[config.mk]
export PLATFORM = sky130hd
export DESIGN_NAME = parallel_in_serial_out_flat
export DESIGN_NICKNAME = d
export VERILOG_FILES = /design/src/rtl/parallel_in_serial_out_if.sv /design/src/rtl/parallel_in_serial_out.sv /design/src/flat_wrapper.sv
export SDC_FILE = /design/constraint.sdc
export NUM_CORES = 1
export LEC_CHECK = 0
export BUFFER_PORTS_ARGS = -buffer_cell sky130_fd_sc_hd__clkbuf_2
export CAP_MARGIN = 10
export CORE_AREA = 4 4 41 43
export CTS_CLUSTER_DIAMETER = 40
export DETAILED_ROUTE_END_ITERATION = 16
export DIE_AREA = 0 0 45 47
export PLACE_DENSITY = 0.43
export RECOVER_POWER = 50
export SETUP_SLACK_MARGIN = 0.3
export SYNTH_ARGS = -nofsm -noshare
export SYNTH_HDL_FRONTEND = slang
export SYNTH_SLANG_ARGS = --single-unit
[constraint.sdc]
create_clock -name clk -period 0.9 [get_ports clk]
set_input_delay 0.18 -clock clk [delete_from_list [all_inputs] [get_ports clk]]
set_output_delay 0.18 -clock clk [all_outputs]
set_load 0.005 [all_outputs]
[src/rtl/parallel_in_serial_out_if.sv]
// Load handshake and serial stream bundle for the PISO transmitter.
// master: word source / stream observer; slave: the transmitter.
interface parallel_in_serial_out_if #(
  parameter int WIDTH = 3
);
  logic [WIDTH-1:0] load_data;
  logic             load_valid;
  logic             load_ready;
  logic             serial_out;
  logic             serial_valid;
  logic             busy;
  logic             done;

  modport master (
    output load_data,
    output load_valid,
    input  load_ready,
    input  serial_out,
    input  serial_valid,
    input  busy,
    input  done
  );

  modport slave (
    input  load_data,
    input  load_valid,
    output load_ready,
    output serial_out,
    output serial_valid,
    output busy,
    output done
  );
endinterface

[src/rtl/parallel_in_serial_out.sv]
// Parallel-in serial-out transmitter, LSB first; optional even-parity trailer bit (PISO_PARITY_EN).
// Latency: bit 0 on serial_out one cycle after accept; frames chain back-to-back with no gap.
// Backpressure: load_ready only in IDLE or on the final frame bit, derived from state alone.
module parallel_in_serial_out #(
  parameter int   WIDTH      = 3,
  parameter logic IDLE_LEVEL = 1'b0
) (
  input  logic                    clk,
  input  logic                    reset_n,
  parallel_in_serial_out_if.slave bus
);

`ifdef PISO_PARITY_EN
  localparam int FRAME = WIDTH + 1;
`else
  localparam int FRAME = WIDTH;
`endif
  localparam int              CNT_W    = $clog2(FRAME + 1);
  localparam logic [CNT_W-1:0] LAST_CNT = CNT_W'(FRAME - 1);

  typedef enum logic {
    IDLE,
    SHIFT
  } state_t;

  state_t           state_q, state_d;
  logic [WIDTH-1:0] shreg_q, shreg_d;
  logic [CNT_W-1:0] cnt_q, cnt_d;
  logic             out_q, out_d;
  logic             last_bit;
  logic             accept;
`ifdef PISO_PARITY_EN
  logic             par_q, par_d;
`endif

  assign last_bit       = (state_q == SHIFT) && (cnt_q == LAST_CNT);
  assign bus.load_ready = (state_q == IDLE) || last_bit;
  assign accept         = bus.load_valid && bus.load_ready;

  assign bus.serial_out   = out_q;
  assign bus.serial_valid = (state_q == SHIFT);
  assign bus.busy         = (state_q == SHIFT);
  assign bus.done         = last_bit;

  always_comb begin
    state_d = state_q;
    shreg_d = shreg_q;
    cnt_d   = cnt_q;
    out_d   = out_q;
`ifdef PISO_PARITY_EN
    par_d   = par_q;
`endif
    if (accept) begin
      // Bit 0 leaves immediately; the shifter keeps only the bits still to send.
      state_d = SHIFT;
      out_d   = bus.load_data[0];
      shreg_d = bus.load_data >> 1;
      cnt_d   = '0;
`ifdef PISO_PARITY_EN
      par_d   = ^bus.load_data;
`endif
    end else begin
      case (state_q)
        IDLE: begin
          out_d = IDLE_LEVEL;
        end
        SHIFT: begin
          if (last_bit) begin
            state_d = IDLE;
            out_d   = IDLE_LEVEL;
            shreg_d = '0;
            cnt_d   = '0;
          end else begin
            out_d   = shreg_q[0];
            shreg_d = shreg_q >> 1;
            cnt_d   = cnt_q + CNT_W'(1);
`ifdef PISO_PARITY_EN
            if (cnt_q == CNT_W'(WIDTH - 1)) begin
              out_d = par_q;
            end
`endif
          end
        end
        default: begin
          state_d = IDLE;
          out_d   = IDLE_LEVEL;
        end
      endcase
    end
  end

  always_ff @(posedge clk) begin
    if (!reset_n) begin
      state_q <= IDLE;
      shreg_q <= '0;
      cnt_q   <= '0;
      out_q   <= IDLE_LEVEL;
`ifdef PISO_PARITY_EN
      par_q   <= 1'b0;
`endif
    end else begin
      state_q <= state_d;
      shreg_q <= shreg_d;
      cnt_q   <= cnt_d;
      out_q   <= out_d;
`ifdef PISO_PARITY_EN
      par_q   <= par_d;
`endif
    end
  end

endmodule

[src/flat_wrapper.sv]
// flat-port wrapper written by rule: the top's interface ports become plain ports
module parallel_in_serial_out_flat 
#(
  parameter int   WIDTH      = 3,
  parameter logic IDLE_LEVEL = 1'b0
)
  (clk, reset_n, bus_load_data, bus_load_valid, bus_load_ready, bus_serial_out, bus_serial_valid, bus_busy, bus_done);
  parallel_in_serial_out_if #(.WIDTH(WIDTH)) bus_i ();
  input  logic clk;
  input  logic reset_n;
  input wire logic [$bits(bus_i.load_data)-1:0] bus_load_data;
  input wire logic [$bits(bus_i.load_valid)-1:0] bus_load_valid;
  output wire logic [$bits(bus_i.load_ready)-1:0] bus_load_ready;
  output wire logic [$bits(bus_i.serial_out)-1:0] bus_serial_out;
  output wire logic [$bits(bus_i.serial_valid)-1:0] bus_serial_valid;
  output wire logic [$bits(bus_i.busy)-1:0] bus_busy;
  output wire logic [$bits(bus_i.done)-1:0] bus_done;
  assign bus_i.load_data = bus_load_data;
  assign bus_i.load_valid = bus_load_valid;
  assign bus_load_ready = bus_i.load_ready;
  assign bus_serial_out = bus_i.serial_out;
  assign bus_serial_valid = bus_i.serial_valid;
  assign bus_busy = bus_i.busy;
  assign bus_done = bus_i.done;
  parallel_in_serial_out #(.WIDTH(WIDTH), .IDLE_LEVEL(IDLE_LEVEL)) u_core (.clk(clk), .reset_n(reset_n), .bus(bus_i));
endmodule
==> metrics.txt, run 1 <==
Max-Slew Margin vs Limit 82.89%; r2r setup slk -0.14 ns; chip height 47 µm; Final min period 1.085 ns; hold path startpoint reset_n; # DRC 0; metal3 WL about 60 µm; PortBufs 10; hold crit path type primary input to flop; final worst slack -0.1851 ns; failing checks negative setup slack; final hold vios 0; clk slew on worst S/H paths about 0.05 ns; cts bufs inserted 3; VDD IR max about 0.5 mV; setup tns final -1.189 ns; total number of vias 316; CP max-delay cell dfxtp_4; Worst R2R Path Depth 5; reg2reg end u_core.shreg_q[0]; RR Startpoint u_core.bus.busy; critical path arrival a little over 0.9 ns; GR Util All Layers about a tenth; fmax 0.9215 GHz; P&R area growth vs syn 78.30%; MaxCap Viol Count 0; layout cell share with drive strength beyond 1 between 70 and 80%; CP endpoint kind primary output; Ys Warns 0; Min-Delay Endpoint u_core.bus.serial_out; Design Area, Final between 500 and 600 µm²; Synth top cells by count dfxtp_1, nand2_1, a21oi_1; Post-DP HPWL slightly below 500 µm; row count 13; RSZ-0062 raised after global routing yes; antenna cells 0; global-route wire length before repair between 1000 and 1500 µm; Yosys top cell area share 40.85%; Slew @ Worst Pin roughly 0.26 ns; Max stage delay on crit path 0.35 ns; wire per inst roughly 12 µm; critical path fanouts, max 5; Iter 0 DRT Violations 5; Core Region ~1300 µm²; M1 WL 321 µm; Post-synth top flop dfxtp_1; Area contributors post-synth dfxtp_1, a21oi_1, nand2_1; final max-slew violation count 0; top-count cell post-synth dfxtp_1; maximum clock path buffer count 2; TritonCTS clock tree built; grt total ovfl 0; crit-path cells and3b_2, clkbuf_2; wire length on met2 roughly 460 µm; Sink Count 6; Post-Syn Instances 32; Netlist cell types 19; critical path type flop to primary output; Final Net Count 62; Post-synth EDFFs 0; static leakage between 0.2 and 0.25 nW; Die W ~45 µm; fin cells 69; Synth Cell Area about 290 µm²; Clock Root Buffer clkbuf_4; Top Metal Used met3; Die ar. 2115 µm²; Hold WS ~0.25 ns; DRT antenna net count 0; Cells after DPL 59; Post-Syn Area per Cell 9.189 µm²; Cell Pwr Density 1354 nW/µm²; area leader, netlist dfxtp_1; Worst Hold Path Cells 2; post-synthesis sequential area ratio about 41%; Post-synth ARST share 0%; DR pass1 iterations 2; Final Cycle Share 120.6%; Worst EP required just over 0.7 ns; clock skew between 0.005 and 0.006 ns; outcome finished, violations left; antenna violations before repair 0; IO Count 11; Net Count, Synth 38; dpl ws -0.06309 ns; post-synthesis register bit count 6; clock latency on the worst-skew pair 0.24 ns; Startpoint Class flop; H-tree depth 1; routability cong. a little over 0.7; largest net degree at the start of global routing 7; vias in the first global route roughly 310; # hold bufs at CTS 0; vias per cell roughly 4.6; WL final about 840 µm; placed cell area 392.9 µm²; fillcell total roughly 140; Initial Util between 20% and 30%; final setup vio count 10
==> layout make-up <==
class	instances	area, µm²	area share, %
timing repair buffer	21	150.1	28.64
clock buffer	3	22.52	4.296
multi-input combinational	24	203.9	38.90
tap	15	18.77	3.580
sequential	6	128.9	24.58
==> layout by cell type (no fill, tap or decap), types with 2 or more instances in the layout <==
| master | count |
|---|---|
| a21oi_2 | 4 |
| clkbuf_4 | 3 |
| dfxtp_4 | 2 |
| nand2_1 | 4 |
| nor2b_1 | 2 |
| a21boi_1 | 2 |
| dfxtp_1 | 3 |
| buf_4 | 6 |
| buf_6 | 5 |
| clkbuf_2 | 9 |
==> metrics by stage <==
stage | total power, mW | utilization (%)
CTS | 0.7231 | 39.04
detailed placement | 0.4080 | 30.19
finish | 0.7097 | 40.29
global placement | 0.4083 | 30.19
global route | 0.7634 | 40.29
floorplan | 0.3656 | -
==> worst max-delay path by stage <==
| stage | depth (start not counted) | endpoint | slack [ns] | from |
|---|---|---|---|---|
| after floorplan | 3 | u_core.bus.serial_out | 0.03 | u_core.bus.busy |
| after global placement | 3 | u_core.shreg_q[0] | -0.04 | u_core.bus.busy |
| after detailed placement | 3 | u_core.shreg_q[0] | -0.06 | u_core.bus.busy |
| after CTS | 2 | bus_done | -0.20 | u_core.cnt_q[1] |
| after global routing | 2 | bus_done | -0.23 | u_core.bus.busy |
| final | 2 | bus_done | -0.19 | u_core.cnt_q[1] |
==> state kept, by name, summed over array words and instances, names as in the netlist <==
signal and count:
u_core.cnt_q 2, u_core.shreg_q 2, u_core.bus.busy 1, u_core.bus.serial_out 1
==> report_power, final <==
group | switching [mW] | total, mW | leakage [nW] | internal [mW]
combinational | 0.0688 | 0.164 | 0.159 | 0.0955
clock | 0.0982 | 0.249 | 0.0138 | 0.151
sequential | 0.0156 | 0.296 | 0.0510 | 0.281
total | 0.183 | 0.710 | 0.224 | 0.527
==> metal layers <==
| layer | vias to the layer above | GRT usage, % |
|---|---|---|
| met5 | - | 0 |
| met4 | 0 | 3.509 |
| met3 | 0 | 6.130 |
| met2 | 9 | 15.25 |
| met1 | 149 | 10.09 |
| li1 | 158 | - |
==> cells by family (layout without fill, tap and decap cells) <==
logic type / count (synthesis) / after routing / synth area share [%]
and+or+nand+nor: 14 / 14 / 30.64
buffers and inverters: 2 / 24 / 4.255
DFF: 6 / 6 / 40.85
AOI/OAI and AO/OA: 10 / 10 / 24.26
==> worst max-delay path, delay by kind of cell (launching register included) <==
| kind | cells | cell delay (ns) |
|---|---|---|
| buffers and inverters | 1 | 0.11 |
| DFF | 1 | 0.35 |
| and+or+nand+nor | 1 | 0.20 |
==> timing repair <==
item,in CTS,in global routing
setup endpoints to repair,11,11
pin swaps,8,5
setup buffers,5,2
gates resized for setup,15,2
No activity file was read; power rests on OpenSTA's default activity.
==> inputs of run 2 (changes only) <==
- CELL_PAD_IN_SITES_DETAIL_PLACEMENT: default -> 1
- CELL_PAD_IN_SITES_GLOBAL_PLACEMENT: default -> 1
- PLACE_DENSITY: 0.43 -> 0.54
==> run 2 against run 1 <==
- the run still ends with negative setup slack left
- fmax fell by 1.7%
- non-clock buffer count did not move
- hold slack got worse by 0.030 ns
- die area did not move
- power fell by 2.5%
- combinational power fell by 15%
- setup slack got worse by 0.018 ns
- sequential cell count did not move
- sequential power barely moved
- first-iteration DRC count fell by 100%
- design area fell by 4.3%
- critical path type unchanged
- largest power group unchanged
==> metrics.txt, run 2 (synthesized netlist as in run 1, its figures left out) <==
MaxCap Viol Count 0 (unchanged); clock latency on the worst-skew pair 0.25 ns (about the same); antenna cells 0 (unchanged); WL final 944 µm (+12%); PortBufs 10 (unchanged); Final min period 1.103 ns (+0.01835 ns); Core Region 1301 µm² (unchanged); critical path fanouts, max 7 (+2); Die W 45 µm (unchanged); DRT antenna net count 0 (unchanged); Die ar. 2115 µm² (unchanged); dpl ws -0.09024 ns (-0.02715 ns); fin cells 69 (unchanged); Seq. cell area 128.9 µm² (unchanged); Clock Root Buffer clkbuf_4; Cell Pwr Density 1379 nW/µm² (+1.8%); Final Cycle Share 122.6% (+2.0 points); outcome finished, violations left; # DRC 0 (unchanged); global-route wire length before repair 1566 µm (+15%); hold crit path type primary input to flop; wire per inst 13.68 µm (+12%); routability cong. 0.6684 (-7.2%); Slew @ Worst Pin 0.2847 ns (+0.02858 ns); final hold vios 0 (unchanged); maximum clock path buffer count 2 (unchanged); GR Util All Layers 10.67% (+1.2 points); TritonCTS clock tree built; static leakage 0.2274 nW (+1.5%); chip height 47 µm (unchanged); power consumption 691.7 µW (-2.5%); failing checks negative setup slack; antenna violations before repair 0 (unchanged); DR pass1 iterations 1 (-1); fillcell total 158 (+15%); largest net degree at the start of global routing 8 (+1); Worst EP required 0.72 ns (about the same); Cells after DPL 58 (-1.7%); RSZ-0062 raised after global routing yes; CP endpoint kind primary output; clk slew on worst S/H paths 0.05 ns (about the same); Post-DP HPWL 529.6 µm (+7.2%); Largest regs u_core.cnt_q: 2 flops, u_core.shreg_q: 2 flops; final max-slew violation count 0 (unchanged); final setup vio count 10 (unchanged); commonest cells after routing, fill and taps aside clkbuf_2, buf_4, nand2_1; Initial Util 22.60% (unchanged); cts bufs inserted 3 (unchanged); VDD IR max 0.4171 mV (-18%); critical path type flop to primary output; row count 13 (unchanged); total number of vias 328 (+3.8%); Iter 0 DRT Violations 0 (-5); Max-Slew Margin vs Limit 80.95% (-1.9 points); setup tns final -1.276 ns (-0.08619 ns); Hold WS 0.2216 ns (-0.02971 ns); IO Count 11 (unchanged); grt total ovfl 0 (unchanged); Final Net Count 62 (unchanged); layout cell share with drive strength beyond 1 68.52% (-1.9 points); vias in the first global route 343 (+9.9%); Multi-input gate area 185.2 µm² (-9.2%); Startpoint Class flop; H-tree depth 1 (unchanged); critical path arrival 0.92 ns (about the same); clock skew 0.003579 ns (-0.001635 ns); final worst slack -0.2035 ns (-0.01835 ns); P&R area growth vs syn 70.64%; fmax 0.9062 GHz (-1.7%); Sink Count 6 (unchanged); vias per cell 4.754 (+3.8%)
-- run 2: repair_timing --
| item | 4_1_cts | 5_1_grt |
|---|---|---|
| hold endpoints to repair | 0 | 0 |
| gates resized for setup | 4 | 6 |
| buffers inserted | 7 | 1 |
| setup endpoints to repair | 11 | 11 |
| hold buffers | 0 | 0 |
| pin swaps | 1 | 2 |
-- run 2: worst max-delay path, stage by stage (launching register included) --
cell	delay, ns
dfxtp_4	0.36
and3b_2	0.20
buf_6	0.11
-- run 2: cell type report --
type,count,share of cell area (%)
Sequential cell,6,25.69
Timing Repair Buffer,21,29.18
Clock buffer,3,4.489
Multi-Input combinational cell,24,36.91
Tap cell,15,3.741
-- run 2: path summary, 6_finish.rpt --
check | startpoint | to | slack [ns] | depth (start not counted)
setup / recovery | u_core.bus.busy | bus_done | -0.20 | 2
hold / removal | reset_n | u_core.bus.serial_out | 0.22 | 2
setup reg to reg | u_core.bus.busy | u_core.cnt_q[0] | -0.16 | 5
hold reg to reg | u_core.shreg_q[1] | u_core.shreg_q[1] | 0.47 | 2
-- run 2: power breakdown --
part	total (mW)	switching, mW	leakage, nW	internal, mW
sequential	0.294	0.0139	0.0510	0.281
clock	0.257	0.106	0.0138	0.151
combinational	0.140	0.0589	0.163	0.0810
-- run 2: stage by stage --
| step | utilization [%] | cell area [µm²] |
|---|---|---|
| 3_5_place_dp | 29.62 | 385.4 |
| 2_1_floorplan | - | 312.8 |
| 5_1_grt | 38.56 | 501.7 |
| 6_report | 38.56 | 501.7 |
| 3_3_place_gp | 29.62 | 385.4 |
| 4_1_cts | 36.25 | 471.7 |
-- run 2: routing by layer --
metal / wire length, µm / share of wire, % / track usage, %
met2: 518 / 55 / 17.80
met1: 350 / 37 / 11.39
met5: 0 / 0 / 0
met3: 50 / 5.3 / 2.682
met4: 25 / 2.6 / 8.772
